==> src/rtl/pc_seq_pkg.sv <==
// rtl/pc_seq_pkg.sv - next-PC mode encodings for the program-counter sequencer
package pc_seq_pkg;
  localparam int MODE_W = 3;

  localparam logic [MODE_W-1:0] PC_HOLD   = 3'd0;
  localparam logic [MODE_W-1:0] PC_INC    = 3'd1;
  localparam logic [MODE_W-1:0] PC_BRANCH = 3'd2;
  localparam logic [MODE_W-1:0] PC_JUMP   = 3'd3;
  localparam logic [MODE_W-1:0] PC_CALL   = 3'd4;
  localparam logic [MODE_W-1:0] PC_RET    = 3'd5;
endpackage

==> src/rtl/ras_stack.sv <==
// rtl/ras_stack.sv - circular return-address LIFO that drops the oldest entry on push-when-full
module ras_stack #(
  parameter int WIDTH = 16,
  parameter int DEPTH = 4
) (
  input  logic                     CLK,
  input  logic                     RST,
  input  logic                     push,
  input  logic                     pop,
  input  logic [WIDTH-1:0]         push_data,
  output logic [WIDTH-1:0]         top_data,
  output logic [$clog2(DEPTH):0]   count,
  output logic                     full,
  output logic                     empty
);
  localparam int PW = $clog2(DEPTH);
  localparam logic [PW:0]   FULL_COUNT = DEPTH[PW:0];
  localparam logic [PW-1:0] PTR_ONE    = 1;
  localparam logic [PW:0]   CNT_ONE    = 1;

  logic [WIDTH-1:0] mem [DEPTH];
  logic [PW-1:0]    sp;

  assign full     = (count == FULL_COUNT);
  assign empty    = (count == '0);
  assign top_data = mem[sp - PTR_ONE];

  // sp always names the next free slot; once full it has wrapped onto the oldest entry
  always_ff @(posedge CLK) begin
    if (push)
      mem[sp] <= push_data;
  end

  always_ff @(posedge CLK) begin
    if (RST) begin
      sp    <= '0;
      count <= '0;
    end else if (push) begin
      sp <= sp + PTR_ONE;
      if (!full)
        count <= count + CNT_ONE;
    end else if (pop && !empty) begin
      sp    <= sp - PTR_ONE;
      count <= count - CNT_ONE;
    end
  end
endmodule

==> src/rtl/pc_sequencer.sv <==
// rtl/pc_sequencer.sv - fetch-stage PC register with internal next-PC mux and call/return stack
module pc_sequencer
  import pc_seq_pkg::*;
#(
  parameter int               WIDTH        = 16,
  parameter int               STEP         = 2,
  parameter logic [WIDTH-1:0] RESET_VECTOR = 16'h0000,
  parameter int               RAS_DEPTH    = 4
) (
  input  logic                       CLK,
  input  logic                       RST,
  input  logic                       input_PC_PCWrite,
  input  logic [MODE_W-1:0]          input_PC_mode,
  input  logic [WIDTH-1:0]           input_PC_target,
  input  logic [WIDTH-1:0]           input_PC_offset,
  output logic [WIDTH-1:0]           output_PC,
  output logic [WIDTH-1:0]           output_PC_prev,
  output logic [$clog2(RAS_DEPTH):0] output_RAS_count,
  output logic                       output_RAS_overflow,
  output logic                       output_RAS_underflow,
  output logic                       output_mode_err
);
  logic [WIDTH-1:0] pc_q, prev_q, next_pc, link_addr, top_data;
  logic             ras_push, ras_pop, ras_full, ras_empty;
  logic             is_call, is_ret, is_reserved;

  assign link_addr   = pc_q + WIDTH'(STEP);
  assign is_call     = input_PC_PCWrite && (input_PC_mode == PC_CALL);
  assign is_ret      = input_PC_PCWrite && (input_PC_mode == PC_RET);
  assign is_reserved = input_PC_PCWrite && (input_PC_mode > PC_RET);
  assign ras_push    = is_call;
  assign ras_pop     = is_ret && !ras_empty;

  ras_stack #(.WIDTH(WIDTH), .DEPTH(RAS_DEPTH)) u_ras (
    .CLK       (CLK),
    .RST       (RST),
    .push      (ras_push),
    .pop       (ras_pop),
    .push_data (link_addr),
    .top_data  (top_data),
    .count     (output_RAS_count),
    .full      (ras_full),
    .empty     (ras_empty)
  );

  always_comb begin
    next_pc = pc_q;
    case (input_PC_mode)
      PC_INC:    next_pc = link_addr;
      PC_BRANCH: next_pc = pc_q + input_PC_offset;
      PC_JUMP:   next_pc = input_PC_target;
      PC_CALL:   next_pc = input_PC_target;
      PC_RET:    if (!ras_empty) next_pc = top_data;
      default:   next_pc = pc_q;
    endcase
  end

  always_ff @(posedge CLK) begin
    if (RST) begin
      pc_q                 <= RESET_VECTOR;
      prev_q               <= RESET_VECTOR;
      output_RAS_overflow  <= 1'b0;
      output_RAS_underflow <= 1'b0;
      output_mode_err      <= 1'b0;
    end else if (input_PC_PCWrite) begin
      prev_q <= pc_q;
      pc_q   <= next_pc;
      if (is_call && ras_full)
        output_RAS_overflow <= 1'b1;
      if (is_ret && ras_empty)
        output_RAS_underflow <= 1'b1;
      if (is_reserved)
        output_mode_err <= 1'b1;
    end
  end

  assign output_PC      = pc_q;
  assign output_PC_prev = prev_q;
endmodule

==> config.mk <==
export PLATFORM = sky130hd
export DESIGN_NAME = pc_sequencer
export DESIGN_NICKNAME = d
export VERILOG_FILES = /design/src/rtl/pc_seq_pkg.sv /design/src/rtl/ras_stack.sv /design/src/rtl/pc_sequencer.sv
export SDC_FILE = /design/constraint.sdc
export NUM_CORES = 1
export LEC_CHECK = 0
export ABC_AREA = 1
export CAP_MARGIN = 30
export CORE_MARGIN = 4
export CORE_UTILIZATION = 41
export CTS_CLUSTER_DIAMETER = 30
export DETAILED_ROUTE_END_ITERATION = 6
export GPL_ROUTABILITY_DRIVEN = 1
export SETUP_SLACK_MARGIN = 0.3
export SLEW_MARGIN = 40
export SYNTH_ARGS = -nofsm -noshare
export SYNTH_HDL_FRONTEND = slang
export SYNTH_SLANG_ARGS = --single-unit
==> constraint.sdc <==
create_clock -name CLK -period 2.1 [get_ports CLK]
set_input_delay 0.315 -clock CLK [delete_from_list [all_inputs] [get_ports CLK]]
set_output_delay 0.315 -clock CLK [all_outputs]
set_load 0.01 [all_outputs]
==> run metrics <==
Antenna Nets Post-Route 0; core area 0.0133 mm²; HP Class reg -> reg; clock root cell clkbuf_16; Highest Clock Rate 555 MHz; WHS ~480 ps; I/O Buffers 75; initial antenna violation count 0; GR Overflow Total 0; Synth Net Count 750; Sink Count 104; n_diodes 0; cell count after synthesis 690; Hold-fix buffers, CTS 0; CP Class reg -> out; Top FF cell, synth edfxtp_1; Max Slew Vio Count 0; initial core utilization 42.2%; CTS Buffer Depth 2; TNS Setup 0 ps; switching share of power about 28%; # DRC 0; final instance area 0.00766 mm²; CTS tree done; Seq pwr share 45.6%; GPL Wtd Cong between 0.8 and 0.9; synthesized area per cell about 8.2 µm²; yosys synthesis warning count 0; final period utilization 85.7%; critical path capture point type output pin; final setup violating endpoints 0; number of synthesized flops with an enable pin 64; DR vias between 5000 and 6000; Area growth syn-to-layout 35.9%; DR vias/cell roughly 5.2; status complete, no violations; Tmin final about 1800 ps; Final nets between 800 and 900; vias in the first global route around 5000; Syn Std Cell Area approximately 0.0056 mm²; clock skew between 7 and 8 ps; Psw roughly 1.4 mW; Slew headroom between 60 and 70%; full die area ~0.016 mm²; total chip power ~5.0 mW; total leakage power 3.13 nW; largest net degree at the start of global routing 42; Num CTS Buffers 9; Die Ht between 100 and 150 µm; DR pass1 iterations 5; Synth Register Bits 104; Worst Max-Slew Pin Slew between 400 and 500 ps; CP arrival around 1500 ps; placed wire-length estimate between 10 and 15 mm; Clock Latency Late Sink between 300 and 400 ps; PwrDens about 650 mW/mm²; Seq/Total Area, Yosys between 40% and 50%; per-cell routed wire length roughly 17 µm; RSZ-0062 raised after global routing true; share of cells above drive strength 1 20.1%; Gate power share 20.1%; Clock Pin Slew Worst Setup and Hold Paths about 70 ps; placed inst area between 0.006 and 0.007 mm²; type of origin of the critical path flop; # IOs between 70 and 80; DRT iter0 DRCs about 440; Crit Path Max Fanout 6; WL final ~17 mm; post-layout util 57.4%; gr usage total 21.2%; Crit path required time about 1800 ps; Chip Width ~130 µm; asr flop ratio synth 0%; P_int approximately 3.6 mW; H-Tree Level Count 3; Final Hold Vio Count 0; first-pass GRT wire length around 26 mm; IR drop worst, VDD 0.307 mV; clock power share between 30% and 40%; count of cell types in the netlist 44; maxcap violations 0; row cnt 42
==> sequential cells by signal (all words and copies together) (netlist names) <==
signal,cells
u_ras.count,3
output_RAS_underflow,1
output_RAS_overflow,1
u_ras.mem,64
output_PC,16
output_PC_prev,16
u_ras.sp,2
output_mode_err,1
==> power by group through the flow <==
| stage | Sequential [mW] | Clock, mW | Combinational [mW] |
|---|---|---|---|
| CTS | 2.27 | 1.74 | 0.922 |
| global placement | 2.31 | 0 | 0.890 |
| detailed placement | 2.31 | 0 | 0.903 |
| global route | 2.28 | 1.81 | 1.10 |
| floorplan | 2.33 | 0 | 0.465 |
| finish | 2.28 | 1.71 | 1.00 |
==> metal layers <==
layer	global-route usage (%)	vias up	share of wire [%]	routed length [µm]
met4	6.31	0	1.6	268
met5	0	-	0	0
met2	34.2	134	48	8120
li1	-	2526	-	-
met1	29.6	2479	47	7920
met3	3.16	18	4.1	694
==> per-stage QoR <==
step	std cells	setup WS (ps)
floorplan	690	286
global placement	969	-175
detailed placement	969	-200
CTS	985	263
global route	986	217
finish	986	299
==> cell type report <==
class	count	area [µm²]
clock buffer	11	233
clock inverter	5	62.6
fill	1235	5690
inverter	86	329
multi-input combinational	479	2860
sequential	104	2740
tap	176	220
timing repair buffer	125	1220
==> cell usage in the layout, fill, tap and decap left out, types with 4 or more instances in the layout <==
| master | count |
|---|---|
| o21ai_0 | 53 |
| ha_1 | 5 |
| inv_1 | 71 |
| nand2_1 | 150 |
| a21oi_1 | 47 |
| nand3_1 | 39 |
| nor2_2 | 5 |
| dlymetal6s2s_1 | 6 |
| edfxtp_1 | 64 |
| o21ai_2 | 5 |
| xor2_1 | 5 |
| dfxtp_2 | 9 |
| clkbuf_16 | 9 |
| o22ai_1 | 5 |
| nor2_1 | 61 |
| buf_12 | 5 |
| nor3_1 | 6 |
| o21ai_1 | 8 |
| ha_4 | 13 |
| dfxtp_1 | 29 |
| clkdlybuf4s50_1 | 68 |
| inv_2 | 12 |
| nand3_2 | 7 |
| nor2_4 | 4 |
| and2_1 | 4 |
| nand2_2 | 11 |
| buf_4 | 41 |
| a21oi_2 | 9 |
| nand4_1 | 4 |
| nand3b_1 | 5 |
==> cells in the mapped netlist, types with 5 or more instances <==
cell      count  area share (%)
nand3b_1      5            0.67
nor2_1       65             4.3
clkbuf_1      8            0.53
o21ai_0      59             5.2
nand3_1      47             4.2
nor3_1        7            0.62
dfxtp_1      40              14
a21oi_1      55             4.9
inv_1        74             4.9
nand2_1     160              11
o22ai_1       7            0.78
buf_2         8            0.71
edfxtp_1     64              34
inv_2        11            0.73
ha_1         20             4.4
xor2_1        8             1.2
==> critical path, cell delays in order (launching register included) <==
cell,delay [ps]
dfxtp_1,410
buf_4,190
clkdlybuf4s50_1,550
==> final timing paths <==
check	startpoint	to	slack, ps	cells after the start
hold reg to reg	output_RAS_underflow	output_RAS_underflow	480	2
setup reg to reg	output_PC[10]	output_PC[15]	350	12
setup / recovery	output_PC[8]	output_PC[8]	300	2
hold / removal	output_RAS_underflow	output_RAS_underflow	480	2
==> logic make-up (layout without fill, tap and decap cells) <==
kind of cell / count (synthesis) / in the layout / share of synthesized area (%)
flip-flops: 104 / 104 / 48.3
AND/OR/NAND/NOR: 305 / 305 / 23.5
AO/OA/AOI/OAI: 142 / 142 / 13.8
buffers and inverters: 107 / 227 / 7.72
XOR/XNOR: 10 / 10 / 1.55
adder cells (fa/ha/maj): 22 / 22 / 5.15
==> repair_timing <==
item,in CTS,in global routing
endpoints found under the setup margin,12,47
pin swaps,3,20
setup buffers,0,1
resized for setup,20,78
Note: power is estimated with default switching activity, not from simulation.
